File: src/rtl/cart_scan_streamer_if.sv
// Bundles the start/length control, the request/acknowledge memory port and the strobed byte stream.
// master is the streamer side; slave is the arbiter/detector/controller side.
interface cart_scan_streamer_if #(
    parameter int ADDR_W = 13,
    parameter int MEM_AW = 25
);
    logic              start;
    logic [MEM_AW-1:0] mem_base;
    logic [ADDR_W:0]   len;
    logic              mem_rd;
    logic [MEM_AW-1:0] mem_addr;
    logic              mem_ack;
    logic [7:0]        mem_data;
    logic [ADDR_W-1:0] out_addr;
    logic              out_enable;
    logic [7:0]        out_data;
    logic              busy;
    logic              done;

    modport master (
        input  start, mem_base, len, mem_ack, mem_data,
        output mem_rd, mem_addr, out_addr, out_enable, out_data, busy, done
    );

    modport slave (
        output start, mem_base, len, mem_ack, mem_data,
        input  mem_rd, mem_addr, out_addr, out_enable, out_data, busy, done
    );
endinterface

File: src/rtl/cart_scan_streamer.sv
// Replays a stored cart image from stream address 0 as one strobed byte per memory fetch.
// Strobe follows the ack by one cycle (spacing 2+ack latency); mem_rd is held until acknowledged.
module cart_scan_streamer #(
    parameter int ADDR_W = 13,
    parameter int MEM_AW = 25
) (
    input  logic                 clk,
    input  logic                 reset,
    cart_scan_streamer_if.master bus
);
    typedef enum logic [1:0] {IDLE, REQ, EMIT, DONE} state_t;

    localparam logic [ADDR_W:0] LEN_MAX = {1'b1, {ADDR_W{1'b0}}};
    localparam logic [ADDR_W:0] CNT_ONE = {{ADDR_W{1'b0}}, 1'b1};

    state_t            state, state_d;
    logic [MEM_AW-1:0] base_q, base_d;
    logic [ADDR_W:0]   len_q, len_d;
    logic [ADDR_W:0]   cnt_q, cnt_d;
    logic [ADDR_W:0]   cnt_inc;
    logic [ADDR_W:0]   len_clamp;

    logic              mem_rd_q, mem_rd_d;
    logic [MEM_AW-1:0] mem_addr_q, mem_addr_d;
    logic              out_enable_q, out_enable_d;
    logic [ADDR_W-1:0] out_addr_q, out_addr_d;
    logic [7:0]        out_data_q, out_data_d;
    logic              busy_q, busy_d;
    logic              done_q, done_d;

    assign bus.mem_rd     = mem_rd_q;
    assign bus.mem_addr   = mem_addr_q;
    assign bus.out_enable = out_enable_q;
    assign bus.out_addr   = out_addr_q;
    assign bus.out_data   = out_data_q;
    assign bus.busy       = busy_q;
    assign bus.done       = done_q;

    always_ff @(posedge clk or posedge reset) begin
        if (reset) begin
            state <= IDLE;
        end else begin
            state <= state_d;
        end
    end

    always_ff @(posedge clk or posedge reset) begin
        if (reset) begin
            base_q       <= '0;
            len_q        <= '0;
            cnt_q        <= '0;
            mem_rd_q     <= 1'b0;
            mem_addr_q   <= '0;
            out_enable_q <= 1'b0;
            out_addr_q   <= '0;
            out_data_q   <= '0;
            busy_q       <= 1'b0;
            done_q       <= 1'b0;
        end else begin
            base_q       <= base_d;
            len_q        <= len_d;
            cnt_q        <= cnt_d;
            mem_rd_q     <= mem_rd_d;
            mem_addr_q   <= mem_addr_d;
            out_enable_q <= out_enable_d;
            out_addr_q   <= out_addr_d;
            out_data_q   <= out_data_d;
            busy_q       <= busy_d;
            done_q       <= done_d;
        end
    end

    always_comb begin
        state_d      = state;
        base_d       = base_q;
        len_d        = len_q;
        cnt_d        = cnt_q;
        mem_rd_d     = mem_rd_q;
        mem_addr_d   = mem_addr_q;
        out_enable_d = 1'b0;
        out_addr_d   = out_addr_q;
        out_data_d   = out_data_q;
        busy_d       = busy_q;
        done_d       = done_q;

        len_clamp = (bus.len > LEN_MAX) ? LEN_MAX : bus.len;
        cnt_inc   = cnt_q + CNT_ONE;

        case (state)
            IDLE, DONE: begin
                if (bus.start) begin
                    base_d = bus.mem_base;
                    len_d  = len_clamp;
                    cnt_d  = '0;
                    if (len_clamp == '0) begin
                        state_d = DONE;
                        busy_d  = 1'b0;
                        done_d  = 1'b1;
                    end else begin
                        state_d    = REQ;
                        busy_d     = 1'b1;
                        done_d     = 1'b0;
                        mem_rd_d   = 1'b1;
                        mem_addr_d = bus.mem_base;
                    end
                end
            end
            REQ: begin
                // The ack is only honoured against an outstanding request.
                if (bus.mem_ack && mem_rd_q) begin
                    mem_rd_d     = 1'b0;
                    out_enable_d = 1'b1;
                    out_addr_d   = cnt_q[ADDR_W-1:0];
                    out_data_d   = bus.mem_data;
                    state_d      = EMIT;
                end
            end
            EMIT: begin
                cnt_d = cnt_inc;
                if (cnt_inc == len_q) begin
                    state_d = DONE;
                    busy_d  = 1'b0;
                    done_d  = 1'b1;
                end else begin
                    state_d    = REQ;
                    mem_rd_d   = 1'b1;
                    mem_addr_d = base_q + MEM_AW'(cnt_inc);
                end
            end
            default: begin
                state_d = IDLE;
            end
        endcase
    end

    a_addr_stable: assert property (@(posedge clk) disable iff (reset)
        (mem_rd_q && !bus.mem_ack) |=> (mem_rd_q && $stable(mem_addr_q)));

    a_strobe_single: assert property (@(posedge clk) disable iff (reset)
        out_enable_q |=> !out_enable_q);

endmodule

File: src/flat_wrapper.sv
// flat-port wrapper written by rule: the top's interface ports become plain ports
module cart_scan_streamer_flat 
#(
    parameter int ADDR_W = 13,
    parameter int MEM_AW = 25
)
  (clk, reset, bus_start, bus_mem_base, bus_len, bus_mem_ack, bus_mem_data, bus_mem_rd, bus_mem_addr, bus_out_addr, bus_out_enable, bus_out_data, bus_busy, bus_done);
  cart_scan_streamer_if #(.ADDR_W(ADDR_W), .MEM_AW(MEM_AW)) bus_i ();
  input  logic clk;
  input  logic reset;
  input wire logic [$bits(bus_i.start)-1:0] bus_start;
  input wire logic [$bits(bus_i.mem_base)-1:0] bus_mem_base;
  input wire logic [$bits(bus_i.len)-1:0] bus_len;
  input wire logic [$bits(bus_i.mem_ack)-1:0] bus_mem_ack;
  input wire logic [$bits(bus_i.mem_data)-1:0] bus_mem_data;
  output wire logic [$bits(bus_i.mem_rd)-1:0] bus_mem_rd;
  output wire logic [$bits(bus_i.mem_addr)-1:0] bus_mem_addr;
  output wire logic [$bits(bus_i.out_addr)-1:0] bus_out_addr;
  output wire logic [$bits(bus_i.out_enable)-1:0] bus_out_enable;
  output wire logic [$bits(bus_i.out_data)-1:0] bus_out_data;
  output wire logic [$bits(bus_i.busy)-1:0] bus_busy;
  output wire logic [$bits(bus_i.done)-1:0] bus_done;
  assign bus_i.start = bus_start;
  assign bus_i.mem_base = bus_mem_base;
  assign bus_i.len = bus_len;
  assign bus_i.mem_ack = bus_mem_ack;
  assign bus_i.mem_data = bus_mem_data;
  assign bus_mem_rd = bus_i.mem_rd;
  assign bus_mem_addr = bus_i.mem_addr;
  assign bus_out_addr = bus_i.out_addr;
  assign bus_out_enable = bus_i.out_enable;
  assign bus_out_data = bus_i.out_data;
  assign bus_busy = bus_i.busy;
  assign bus_done = bus_i.done;
  cart_scan_streamer #(.ADDR_W(ADDR_W), .MEM_AW(MEM_AW)) u_core (.clk(clk), .reset(reset), .bus(bus_i));
endmodule
File: config.mk
export PLATFORM = sky130hd
export DESIGN_NAME = cart_scan_streamer_flat
export DESIGN_NICKNAME = d
export VERILOG_FILES = /design/src/rtl/cart_scan_streamer_if.sv /design/src/rtl/cart_scan_streamer.sv /design/src/flat_wrapper.sv
export SDC_FILE = /design/constraint.sdc
export NUM_CORES = 1
export LEC_CHECK = 0
export ABC_CLOCK_PERIOD_IN_PS = 4000
export BUFFER_PORTS_ARGS = -buffer_cell sky130_fd_sc_hd__buf_2
export CORE_MARGIN = 1.5
export CORE_UTILIZATION = 40
export DETAILED_ROUTE_END_ITERATION = 16
export PLACE_DENSITY = 0.72
export SETUP_SLACK_MARGIN = 0.5
export SKIP_CTS_REPAIR_TIMING = 1
export SYNTH_ARGS = -nofsm -noshare
export SYNTH_HDL_FRONTEND = slang
export SYNTH_SLANG_ARGS = --single-unit
File: constraint.sdc
create_clock -name clk -period 4 [get_ports clk]
set_input_delay 0.2 -clock clk [delete_from_list [all_inputs] [get_ports clk]]
set_output_delay 0.2 -clock clk [all_outputs]
set_load 0.05 [all_outputs]
## Word level (Yosys, flattened, before mapping)

Index checks and enable logic that the tools add are counted.

| word-level totals | value |
|---|---|
| bits in read-only memories | 0 |
| bits of input ports | 51 |
| memories kept | 0 |
| logic and storage cells | 62 |
| memory bits (writable) | 0 |
| latch bits | 0 |
| register bits after elaboration | 105 |

| cells by class | value |
|---|---|
| add/sub/neg operators | 2 |
| div/mod/pow operators | 0 |
| shift-type cells | 0 |
| bitwise gates (word level) | 0 |
| mux-type cells | 27 |
| multipliers | 0 |
| order comparisons | 1 |
| equality and inequality tests | 9 |
| reduce and logical (&&, ||, !) cells | 12 |

Operators with widths:

| kind | number |
|---|---|
| $mux W25 | 3 |
| $pmux W25 S2 | 1 |
| $mux W14 | 2 |
| $pmux W14 S2 | 1 |
| $add A25 B14 Y25 | 1 |
| $add A14 B1 Y14 const B | 1 |
| $eq A14 B14 Y1 | 1 |
| $gt A14 B14 Y1 const B | 1 |
| $logic_not A14 Y1 | 1 |
| $mux W1 | 12 |
| $mux W2 | 4 |
| $reduce_and A2 Y1 | 4 |
| $reduce_and A4 Y1 | 2 |
| $ne A2 B2 Y1 const B | 3 |
| $pmux W2 S3 | 1 |
| $eq A2 B2 Y1 const B | 2 |
| $ne A2 B1 Y1 const B | 2 |
| $pmux W1 S2 | 2 |
| $pmux W1 S3 | 1 |
| $reduce_and A3 Y1 | 1 |
| $eq A2 B1 Y1 const B | 1 |
| $logic_not A2 Y1 | 1 |
| $reduce_bool A2 Y1 | 1 |
| $reduce_or A2 Y1 | 1 |
| $logic_and A1 B1 Y1 | 1 |

## Longest topological paths before layout

Gate-level depths: netlist of run 1.

| depth | value |
|---|---|
| word-level depth | 6 |
| mapped depth | 15 |
| depth with buffers taken out | 14 |

## Worst setup path after synthesis of run 1

Ideal clock, no wire load.

| timing path | value |
|---|---|
| path kind | register to register |
| from | register u_core.cnt_q[0] |
| to | register u_core.mem_addr_q[18], in the netlist u_core.bus.mem_addr[18] |
| setup time | 125 ps |
| required time | 3875 ps |
| data arrival time | 3217 ps |
| path buffers | 1 |
| slack | 658 ps |
| cell stages (with the launch flop) | 16 |
| cells stage by stage | dfrtp_1 -> ha_1 -> buf_2 -> and4_4 -> and2_4 -> nand2_4 -> xnor2_1 -> ha_1 -> and3_1 -> a221oi_1 -> o21ai_0 -> o31a_1 -> o2111ai_1 -> xor2_1 -> a21oi_1 -> mux2_4 |

| on the way | value |
|---|---|
| cells in the longest elaborated chain, start to end | 4 |

RTL lines:

| what | RTL line | source |
|---|---|---|
| from (decl) | cart_scan_streamer.sv:19 | `logic [ADDR_W:0] cnt_q, cnt_d;` |
| from (signal assigned) | cart_scan_streamer.sv:62 | `cnt_q <= cnt_d;` |
| $add A14 B1 Y14 * | cart_scan_streamer.sv:87 | `cnt_inc = cnt_q + CNT_ONE;` |
| $add A25 B14 Y25 / $eq A14 B14 Y1 (equally long branches) | cart_scan_streamer.sv:127, cart_scan_streamer.sv:120 |  |
| $mux W25 / $ne A2 B2 Y1 (equally long branches) | - |  |
| $pmux W25 S2 / $reduce_and A4 Y1 (equally long branches) | - |  |
| to (signal assigned) | cart_scan_streamer.sv:64 | `mem_addr_q <= mem_addr_d;` |
| to (decl) | cart_scan_streamer.sv:24 | `logic [MEM_AW-1:0] mem_addr_q, mem_addr_d;` |

Mark *: on every way between the ends. The rest lies on a longest branch, timed or not. The select of a mux whose other input is x is not followed.
A chain may end at the register's enable or synchronous reset.

## Worst setup path in the final report of run 1

| timing path | value |
|---|---|
| from | register u_core.cnt_q[2] |
| to | register u_core.mem_addr_q[20], in the netlist u_core.bus.mem_addr[20] |

Same word-level chain as after synthesis.

==> results of run 1 <==
==> how the worst max path moves through the flow <==
stage	slack (ns)	end
2_1_floorplan	0.66	u_core.bus.mem_addr[18]
3_3_place_gp	0.41	u_core.bus.mem_addr[24]
3_5_place_dp	0.34	u_core.bus.mem_addr[24]
4_1_cts	0.28	u_core.bus.mem_addr[22]
5_1_grt	0.42	u_core.bus.mem_addr[24]
6_report	0.60	u_core.bus.mem_addr[20]
==> synthesized netlist by cell type (4+ instances only) <==
cell         n  area share, %
nor2_1      29            1.8
a21oi_1     25            2.1
nor2b_1      4           0.42
nand2_1     29            1.8
inv_1       13           0.81
nor3_1       4           0.33
mux2_4      20            5.0
nand2b_1     4           0.42
buf_6        4           0.75
xnor2_1     27            3.9
a22o_1      11            1.6
a21o_1       5           0.63
mux2_2      60             11
nor4_1       4           0.42
nand4_1      5           0.52
a211oi_1     7           0.88
o21ai_0     37            3.1
xor2_1      19            2.8
nand3_1     14            1.2
o31ai_1     10            1.3
and3_1       8           0.83
o2111ai_1    4           0.58
clkbuf_1    20            1.3
dfrtp_1    105             44
ha_1        20            4.2
buf_2        7           0.58
a31oi_1      4           0.42
==> layout make-up <==
cell class	instances	area, um2
Clock buffer	12	266.5
Clock inverter	4	32.53
Fill cell	1334	7402
Inverter	13	51.30
Multi-Input combinational cell	394	3244
Sequential cell	105	2639
Tap cell	184	230.2
Timing Repair Buffer	128	723.2
==> power groups by stage <==
stage | logic, uW | clock network, uW | registers, uW
5_1_grt | 3250 | 941 | 1850
2_1_floorplan | 1700 | 0 | 2430
4_1_cts | 2950 | 900 | 1790
6_report | 3010 | 881 | 1800
3_3_place_gp | 2870 | 0 | 1790
3_5_place_dp | 2930 | 0 | 1810
==> critical path: stages, from the launching register on <==
cell       delay (ns)
dfrtp_2          0.43
and3_2           0.25
nand3_2          0.12
nor2_4           0.13
xor2_2           0.19
ha_1             0.33
a21o_1           0.25
a221oi_4         0.31
o21ai_1          0.10
o31a_1           0.40
o2111ai_1        0.26
xor2_1           0.17
a21oi_1          0.08
mux2_2           0.28
==> per-stage QoR <==
stage | cells | instance area (um2)
final | 840 | 7187
after global routing | 840 | 7187
after CTS | 821 | 6909
after detailed placement | 805 | 6610
after global placement | 805 | 6610
after floorplan | 546 | 6000
==> cell families (layout without fill, tap and decap cells) <==
group | Yosys count | after routing | synth area share [%]
simple gates | 116 | 116 | 9.989
mux | 81 | 81 | 16.43
compound gates | 130 | 130 | 14.37
flops | 105 | 105 | 43.80
xor+xnor | 46 | 46 | 6.715
fa+ha+maj | 21 | 21 | 4.505
buf+inv | 47 | 157 | 4.192
==> flip-flops by register name, indices dropped and copies added, names as in the netlist <==
signal	cells
u_core.base_q	25
u_core.bus.out_enable	1
u_core.bus.out_data	8
u_core.bus.mem_rd	1
u_core.bus.busy	1
u_core.cnt_q	14
u_core.bus.done	1
u_core.bus.out_addr	13
u_core.state	2
u_core.len_q	14
u_core.bus.mem_addr	25
==> routing by layer <==
| metal | vias to the layer above | routed length (um) | GRT usage, % |
|---|---|---|---|
| li1 | 2191 | - | - |
| met3 | 18 | 658 | 3.552 |
| met4 | 0 | 249 | 5.414 |
| met5 | - | 0 | 0 |
| met1 | 2290 | 6669 | 25.19 |
| met2 | 137 | 7217 | 30.82 |
==> flow_metrics.py, run 1 <==
metrics = {
    "global_route": {
        "grt_usage_pct": 18.72,
        "antenna_found_initial": 0,
        "grt.overflow.total": 0,
        "grt_pass1_wl_mm": 23.68,
        "grt_pass1_vias": 4648,
        "grt_max_degree": 82,
    },
    "sta": {
        "fin_skew_ns": 0.008985,
        "fin_crit_sh_pct": 85.12,
        "fin_hold_ws_ns": 0.07365,
        "rsz0062_at_grt": "yes",
        "timing.final.max_slew_violations": 0,
        "fin_ws_ns": 0.5951,
        "final-setup-viol-count": 0,
        "worstMarginPinSlew_ns": 1.197,
        "slew_headroom_pct": 19.98,
        "max_freq_ghz": 0.2937,
        "hold_viol": 0,
        "finalCriticalPeriod_ns": 3.405,
        "setup_tns_ns": 0,
    },
    "cts": {
        "cts_sinks": 105,
        "numCtsBuffers": 9,
        "clock_latency_ns": 0.35,
        "cts_tree": "done",
        "clk_pin_slew_worst_paths_ns": 0.07,
        "cts-root-buf": "clkbuf_16",
        "clockBufferDepth": 2,
        "cts_max_level": 3,
    },
    "power_and_ir_drop": {
        "finalPower_uw": 5690,
        "swShare_pct": 44.14,
        "p_leak_uw": 0.003348,
        "p_seq_share_pct": 31.6,
        "power_switching_uw": 2512,
        "power.density_nw_per_um2": 791.7,
        "combPwrFrac_pct": 52.9,
        "power.share.clock_pct": 15.5,
        "ir_worst_vdd_mv": 0.5075,
        "p_int_uw": 3178,
    },
    "floorplan": {
        "die_h_um": 125.5,
        "rows": 44,
        "core_um2": 14590,
        "io_pins": 101,
        "initial_core_util_pct": 41.12,
        "die_w_um": 125.5,
        "die-area_um2": 15740,
    },
    "synthesis": {
        "syn_inst": 546,
        "syn_avg_cell_area_um2": 10.99,
        "synth-edff-count": 0,
        "yosysUniqueCellTypes": 58,
        "yosys_register_bits": 105,
        "syn_area_um2": 6000,
        "synthFlopType": "dfrtp_1",
        "yosys_warnings": 0,
        "syn_nets": 618,
        "ys_seq_area_share_pct": 43.80,
        "async_flop_share_pct": 100.0,
    },
    "worst_setup_path": {
        "r2r-end": "u_core.bus.mem_addr[20]",
        "r2r_cells": 13,
        "r2r_start": "u_core.cnt_q[2]",
        "cp-startpoint": "u_core.cnt_q[2]",
        "critPathKind": "register to register",
        "cp_max_fo": 7,
        "r2r_slack_ns": 0.60,
        "cp-end-kind": "register",
        "cp_data_arrival_time_ns": 3.64,
        "required_ns": 4.24,
        "startpoint_type": "register",
    },
    "routing": {
        "drtIter0Drc": 268,
        "drtPass1Iterations": 6,
        "drc": 0,
        "wl_mm": 14.80,
        "via_per_inst": 5.519,
        "vias": 4636,
        "routedWlPerCell_um": 17.61,
        "ant_nets": 0,
    },
    "final_layout": {
        "drive_gt1_share_pct": 39.63,
        "utilization_pct": 49.26,
        "diodes": 0,
        "layout.nets": 723,
        "area_delta_synth_final_pct": 19.79,
        "layout_common_cells": "buf_2, dfrtp_1, mux2_2",
        "layout_commonest_cell": "buf_2",
    },
    "place": {
        "place_ws_ns": 0.3401,
        "place.gp.congestion": 0.8834,
        "port_buffers": 100,
        "dpl.hpwl_mm": 10.48,
    },
    "status": {
        "status": "finished, final reports clean",
    },
    "worst_hold_path": {
        "hold_path.class": "input port to asynchronous set/reset pin",
    },
    "job": {
        "maxCapViolations": 0,
    },
}
Note: power is estimated with default switching activity, not from simulation.
==> run 2: changes to the inputs <==
--- a/config.mk
+++ b/config.mk
@@ -5,6 +5,7 @@
 export SDC_FILE = /design/constraint.sdc
 export NUM_CORES = 1
 export LEC_CHECK = 0
+export ABC_AREA = 1
 export ABC_CLOCK_PERIOD_IN_PS = 4000
 export BUFFER_PORTS_ARGS = -buffer_cell sky130_fd_sc_hd__buf_2
 export CORE_MARGIN = 1.5
==> run 2 against run 1 <==
Sequential share of layout area down 1.2 points. Critical path type unchanged. Cell area up 2.9%. Worst setup slack better by 0.37 ns. Sequential cell count unchanged. Synthesized cell count up 68%. Cell count up 46%. Register-to-register slack better by 0.37 ns. Die area up 6.5%. Via count up 33%. Largest power group unchanged. Combinational power down 14%.
==> flow_metrics.py, run 2 <==
metrics = {
    "status": {
        "status": "finished, final reports clean",
    },
    "final_layout": {
        "layout.nets": 1083,
        "layout_common_cells": "nand2_1, inv_1, dfrtp_1",
        "drive_gt1_share_pct": 14.40,
        "layout_commonest_cell": "nand2_1",
        "fillers": 1652,
        "area_delta_synth_final_pct": 15.54,
        "utilization_pct": 46.89,
        "diodes": 0,
    },
    "synthesis": {
        "synthTopCellsByCount": "nand2_1, inv_1, dfrtp_1",
        "yosysUniqueCellTypes": 34,
        "synth_most_common_cell": "nand2_1",
        "syn_inst": 918,
        "ys_top_cells_by_area": "dfrtp_1, nand2_1, inv_1, nand3_1, o21ai_0",
        "syn_nets": 990,
        "syn_area_um2": 6400,
        "async_flop_share_pct": 100.0,
        "ys_seq_area_share_pct": 41.06,
        "synthFlopType": "dfrtp_1",
        "yosys_warnings": 0,
        "synth_top_area_share_pct": 41.06,
        "syn_avg_cell_area_um2": 6.972,
        "synth-edff-count": 0,
        "yosys_register_bits": 105,
        "synth_top_cell_by_area": "dfrtp_1",
    },
    "sta": {
        "timing.final.max_slew_violations": 0,
        "hold_viol": 0,
        "rsz0062_at_grt": "no",
        "fin_skew_ns": 0.01059,
        "slew_headroom_pct": 23.47,
        "worstMarginPinSlew_ns": 1.148,
        "final-setup-viol-count": 0,
        "max_freq_ghz": 0.3292,
        "setup_tns_ns": 0,
        "fin_crit_sh_pct": 75.94,
        "finalCriticalPeriod_ns": 3.038,
        "fin_ws_ns": 0.9622,
    },
    "power_and_ir_drop": {
        "power.density_nw_per_um2": 706.5,
        "ir_worst_vdd_mv": 0.3115,
        "p_leak_uw": 0.004112,
    },
    "global_route": {
        "grt_usage_pct": 21.31,
        "grt_max_degree": 43,
        "grt.overflow.total": 0,
        "antenna_found_initial": 0,
        "grt_pass1_wl_mm": 27.92,
        "grt_pass1_vias": 5687,
    },
    "place": {
        "dpl.hpwl_mm": 13.05,
        "place.gp.congestion": 0.9430,
        "place_ws_ns": 1.008,
        "port_buffers": 100,
    },
    "cts": {
        "cts_max_level": 3,
        "clockBufferDepth": 2,
        "cts_tree": "done",
        "clock_latency_ns": 0.36,
        "numCtsBuffers": 9,
        "clk_pin_slew_worst_paths_ns": 0.07,
        "cts-root-buf": "clkbuf_16",
        "cts_sinks": 105,
    },
    "worst_setup_path": {
        "cp_data_arrival_time_ns": 3.33,
        "required_ns": 4.29,
        "startpoint_type": "register",
        "cp-end-kind": "register",
        "critPathKind": "register to register",
        "r2r_cells": 16,
        "cp_max_fo": 6,
    },
    "routing": {
        "wl_mm": 17.28,
        "via_per_inst": 4.995,
        "drtIter0Drc": 404,
        "ant_nets": 0,
        "vias": 6144,
        "drc": 0,
        "routedWlPerCell_um": 14.05,
        "drtPass1Iterations": 5,
    },
    "floorplan": {
        "rows": 46,
        "die-area_um2": 16770,
        "die_h_um": 129.5,
        "initial_core_util_pct": 40.58,
        "core_um2": 15770,
        "io_pins": 101,
        "die_w_um": 129.5,
    },
    "job": {
        "maxCapViolations": 0,
    },
    "worst_hold_path": {
        "worstHoldPathCells": 3,
        "hold_path.class": "input port to register",
    },
}
run 2: changes by cell type after synthesis, moves of 10 or more:
cell / before / now
xor2_1: 19 / 4
a22o_1: 11 / 0
a21oi_1: 25 / 13
nand2_1: 29 / 363
xnor2_1: 27 / 3
nor2_1: 29 / 46
nand3_1: 14 / 70
o31ai_1: 10 / 0
mux2_4: 20 / 0
o21ai_0: 37 / 59
mux2_2: 60 / 0
o22ai_1: 2 / 19
inv_1: 13 / 110
nand4_1: 5 / 42
run 2: cell type report:
| cell class | instances | area (um2) | share of cell area [%] |
|---|---|---|---|
| clock buffer | 9 | 225.2 | 3.046 |
| clock inverter | 5 | 58.81 | 0.7953 |
| inverter | 116 | 437.9 | 5.922 |
| multi-input combinational | 670 | 3204 | 43.33 |
| sequential | 105 | 2628 | 35.53 |
| tap | 216 | 270.3 | 3.655 |
| timing repair buffer | 109 | 570.5 | 7.716 |
run 2: critical path, stage by stage, from the launching register on:
cell     delay [ns]
dfrtp_1        0.46
ha_1           0.25
nand2_1        0.14
nor2_4         0.17
nand4_1        0.15
nand2_1        0.15
inv_1          0.06
ha_1           0.33
a21oi_1        0.34
o21ai_0        0.13
nor2_1         0.11
nand2_1        0.15
nand2_1        0.09
nand2_1        0.04
o21ai_0        0.15
nand4_1        0.12
nand2_1        0.13
run 2: worst paths after layout:
| kind | from | slack, ns | end |
|---|---|---|---|
| min | bus_mem_data[2] | 0.04 | u_core.bus.out_data[2] |
| min in group asynchronous | reset | 0.45 | u_core.bus.mem_rd |
| max reg2reg | u_core.cnt_q[0] | 0.96 | u_core.bus.mem_addr[15] |
| min reg2reg | u_core.bus.mem_addr[1] | 0.47 | u_core.bus.mem_addr[1] |
| max | u_core.cnt_q[0] | 0.96 | u_core.bus.mem_addr[15] |
| max in group asynchronous | reset | 2.71 | u_core.len_q[5] |
run 2: layer usage:
metal  vias to the layer above  GRT usage (%)  share of wire, %
met5                         -              0                 0
met4                         0          9.869               3.1
met3                        30          3.716               5.0
met2                       175          34.42                46
met1                      2808          27.98                46
li1                       3131              -                 -
run 2: through the flow:
step / instances / total power [uW] / instance area [um2] / hold slack (ns)
after CTS: 1229 / 5247 / 7385 / -0.08148
after global routing: 1230 / 5609 / 7395 / 0.04539
after floorplan: 918 / 3708 / 6400 / 0.3096
after global placement: 1215 / 4320 / 7101 / 0.2936
final: 1230 / 5224 / 7395 / 0.04164
after detailed placement: 1215 / 4361 / 7101 / 0.2980
run 2: cells by family (layout without fill, tap and decap cells):
logic type	count (synthesis)	in the layout	synth area share (%)
buffers and inverters	143	239	8.934
adder cells (fa/ha/maj)	21	21	4.223
XOR/XNOR	7	7	0.9580
AND/OR/NAND/NOR	549	549	37.19
flip-flops	105	105	41.06
AO/OA/AOI/OAI	93	93	7.644
run 2: report_power, final:
group | total, uW | internal (uW) | switching (uW)
Combinational | 2600 | 712 | 1890
Clock | 880 | 478 | 402
Sequential | 1740 | 1470 | 277
Total | 5220 | 2660 | 2570
==> run 3: changes to the inputs <==
--- a/config.mk
+++ b/config.mk
@@ -5,13 +5,13 @@
 export SDC_FILE = /design/constraint.sdc
 export NUM_CORES = 1
 export LEC_CHECK = 0
-export ABC_AREA = 1
-export ABC_CLOCK_PERIOD_IN_PS = 4000
+export ABC_AREA = 0
+export ABC_CLOCK_PERIOD_IN_PS = 2780
 export BUFFER_PORTS_ARGS = -buffer_cell sky130_fd_sc_hd__buf_2
 export CORE_MARGIN = 1.5
 export CORE_UTILIZATION = 40
 export DETAILED_ROUTE_END_ITERATION = 16
-export PLACE_DENSITY = 0.72
+export PLACE_DENSITY = 0.74
 export SETUP_SLACK_MARGIN = 0.5
 export SKIP_CTS_REPAIR_TIMING = 1
 export SYNTH_ARGS = -nofsm -noshare
==> constraint.sdc (replaced) <==
create_clock -name clk -period 2.78 [get_ports clk]
set_input_delay 0.139 -clock clk [delete_from_list [all_inputs] [get_ports clk]]
set_output_delay 0.139 -clock clk [all_outputs]
set_load 0.05 [all_outputs]
==> run 3 against run 2 <==
Register-to-register slack worse by 1.6 ns. First-iteration DRC count is 38% lower. Sequential cell count stayed put. Clock-buffer cell count is 1 higher. Highest routed layer unchanged. Via count is 21% lower. Maximum frequency is 10% lower. Global-route usage is 1.1 points lower. Core utilization is 6.7 points higher. Critical path type unchanged. Cell area is 5.8% higher. The flow now finishes with violations (negative setup slack). Cell count is 26% lower.
==> flow_metrics.py, run 3 (synthesized netlist as in run 1, its figures left out) <==
metrics = {
    "global_route": {
        "grt_max_degree": 73,
        "grt_pass1_vias": 5122,
        "grt_usage_pct": 20.25,
        "grt.overflow.total": 0,
        "antenna_found_initial": 0,
        "grt_pass1_wl_mm": 25.74,
    },
    "routing": {
        "vias": 4866,
        "drc": 0,
        "wl_mm": 16.18,
        "drtIter0Drc": 251,
        "via_per_inst": 5.359,
        "drtPass1Iterations": 4,
        "routedWlPerCell_um": 17.82,
        "ant_nets": 0,
    },
    "final_layout": {
        "layout_common_cells": "dfrtp_1, buf_2, buf_4",
        "fin_cells": 908,
        "multi_input_comb_area_um2": 3329,
        "area_delta_synth_final_pct": 30.39,
        "seqCellArea_um2": 2628,
        "fillers": 1259,
        "diodes": 0,
        "layout_commonest_cell": "dfrtp_1",
        "drive_gt1_share_pct": 45.86,
        "layout.nets": 791,
        "final_cell_area_um2": 7823,
    },
    "worst_setup_path": {
        "cp-end-kind": "register",
        "critPathKind": "register to register",
        "crit_path_max_incr_delay_ns": 0.40,
        "cp_data_arrival_time_ns": 3.63,
        "startpoint_type": "register",
        "r2r_cells": 16,
        "crit_cells": 16,
        "r2r_slack_ns": -0.60,
        "critical_path.cell_chain": "ha_2 -> and4_4 -> and2_4 -> nand2_4 -> xnor2_2 -> ha_1 -> buf_6 -> nand4_1 -> nor2_1 -> and3_1 -> o31a_1 -> buf_4 -> o21ai_2 -> xor2_1 -> a21oi_1 -> mux2_4",
        "crit_family": "simple AND/OR/NAND/NOR gates",
        "required_ns": 3.03,
        "slowest_stage": "dfrtp_1",
        "cp_max_fo": 6,
        "crit_buf_inv": 2,
    },
    "job": {
        "maxCapViolations": 0,
    },
    "cts": {
        "clk_pin_slew_worst_paths_ns": 0.08,
        "cts_sinks": 105,
        "cts_tree": "done",
        "cts_max_level": 3,
        "clock_latency_ns": 0.36,
        "cts-root-buf": "clkbuf_16",
        "clockBufferDepth": 2,
        "numCtsBuffers": 9,
    },
    "floorplan": {
        "die_w_um": 125.5,
        "initial_core_util_pct": 41.12,
        "core_um2": 14590,
        "io_pins": 101,
        "die-area_um2": 15740,
        "rows": 44,
        "die_h_um": 125.5,
    },
    "place": {
        "placed_area_um2": 7267,
        "port_buffers": 100,
        "place_inst": 882,
        "dpl.hpwl_mm": 11.65,
        "place.gp.congestion": 0.8387,
    },
    "sta": {
        "timing.final.max_slew_violations": 0,
        "hold_viol": 0,
        "fin_ws_ns": -0.6034,
        "worstMarginPinSlew_ns": 0.6821,
        "slew_headroom_pct": 54.41,
        "fin_crit_sh_pct": 121.7,
        "final-setup-viol-count": 25,
        "setup_tns_ns": -8.371,
        "max_freq_ghz": 0.2956,
        "fin_skew_ns": 0.01004,
        "rsz0062_at_grt": "yes",
        "finalCriticalPeriod_ns": 3.383,
    },
    "worst_hold_path": {
        "worstHoldPathCells": 2,
        "hold_path.class": "input port to register",
    },
    "status": {
        "status": "finished with violations",
        "violations": "negative setup slack",
    },
    "power_and_ir_drop": {
        "power.density_nw_per_um2": 1118,
        "ir_worst_vdd_mv": 0.5488,
        "p_leak_uw": 0.003788,
    },
}
-- run 3: routing by layer --
layer | up-vias | wire, um | track usage (%) | part of all wire [%]
met4 | 0 | 234 | 6.016 | 1.4
met1 | 2418 | 7298 | 26.53 | 45
li1 | 2329 | - | - | -
met5 | - | 0 | 0 | 0
met2 | 99 | 8094 | 34.46 | 50
met3 | 20 | 551 | 3.338 | 3.4
-- run 3: worst reg2reg max path: cells and delay by family, from the launching register on --
kind,cells,cell delay (ns)
adders and majority gates,2,0.51
xor gates and xnor gates,2,0.31
DFF,1,0.40
and+or+nand+nor,6,0.80
muxes,1,0.29
AOI/OAI and AO/OA,3,0.63
buffers and inverters,2,0.33
-- run 3: report_power, final --
group / internal (uW) / switching [uW]
combinational: 2130 / 2770
clock: 645 / 613
sequential: 2130 / 456
total: 4900 / 3840
-- run 3: final timing paths --
path                                      endpoint               startpoint
min in group asynchronous   u_core.bus.out_data[4]                    reset
setup reg to reg           u_core.bus.mem_addr[16]          u_core.cnt_q[1]
hold reg to reg            u_core.bus.out_addr[11]  u_core.bus.out_addr[11]
hold / removal              u_core.bus.out_data[1]          bus_mem_data[1]
setup / recovery           u_core.bus.mem_addr[16]          u_core.cnt_q[1]
max in group asynchronous        u_core.base_q[11]                    reset
-- run 3: through the flow --
stage / worst slack, ns / power (uW) / util (%) / hold WS, ns
after floorplan: -0.5241 / 5989 / - / 0.2717
after global placement: -0.4374 / 7048 / 49.81 / 0.04766
after detailed placement: -0.5014 / 7206 / 49.81 / 0.05189
after CTS: -0.5366 / 8490 / 51.78 / -0.3255
after global routing: -0.7287 / 9239 / 53.62 / 0.009827
final: -0.6034 / 8748 / 53.62 / 0.01194
-- run 3: cell type report --
class	count	share of cell area (%)
Sequential cell	105	33.59
Clock inverter	6	0.6238
Tap cell	184	2.943
Clock buffer	10	3.055
Multi-Input combinational cell	394	42.56
Inverter	13	0.6718
Timing Repair Buffer	196	16.55
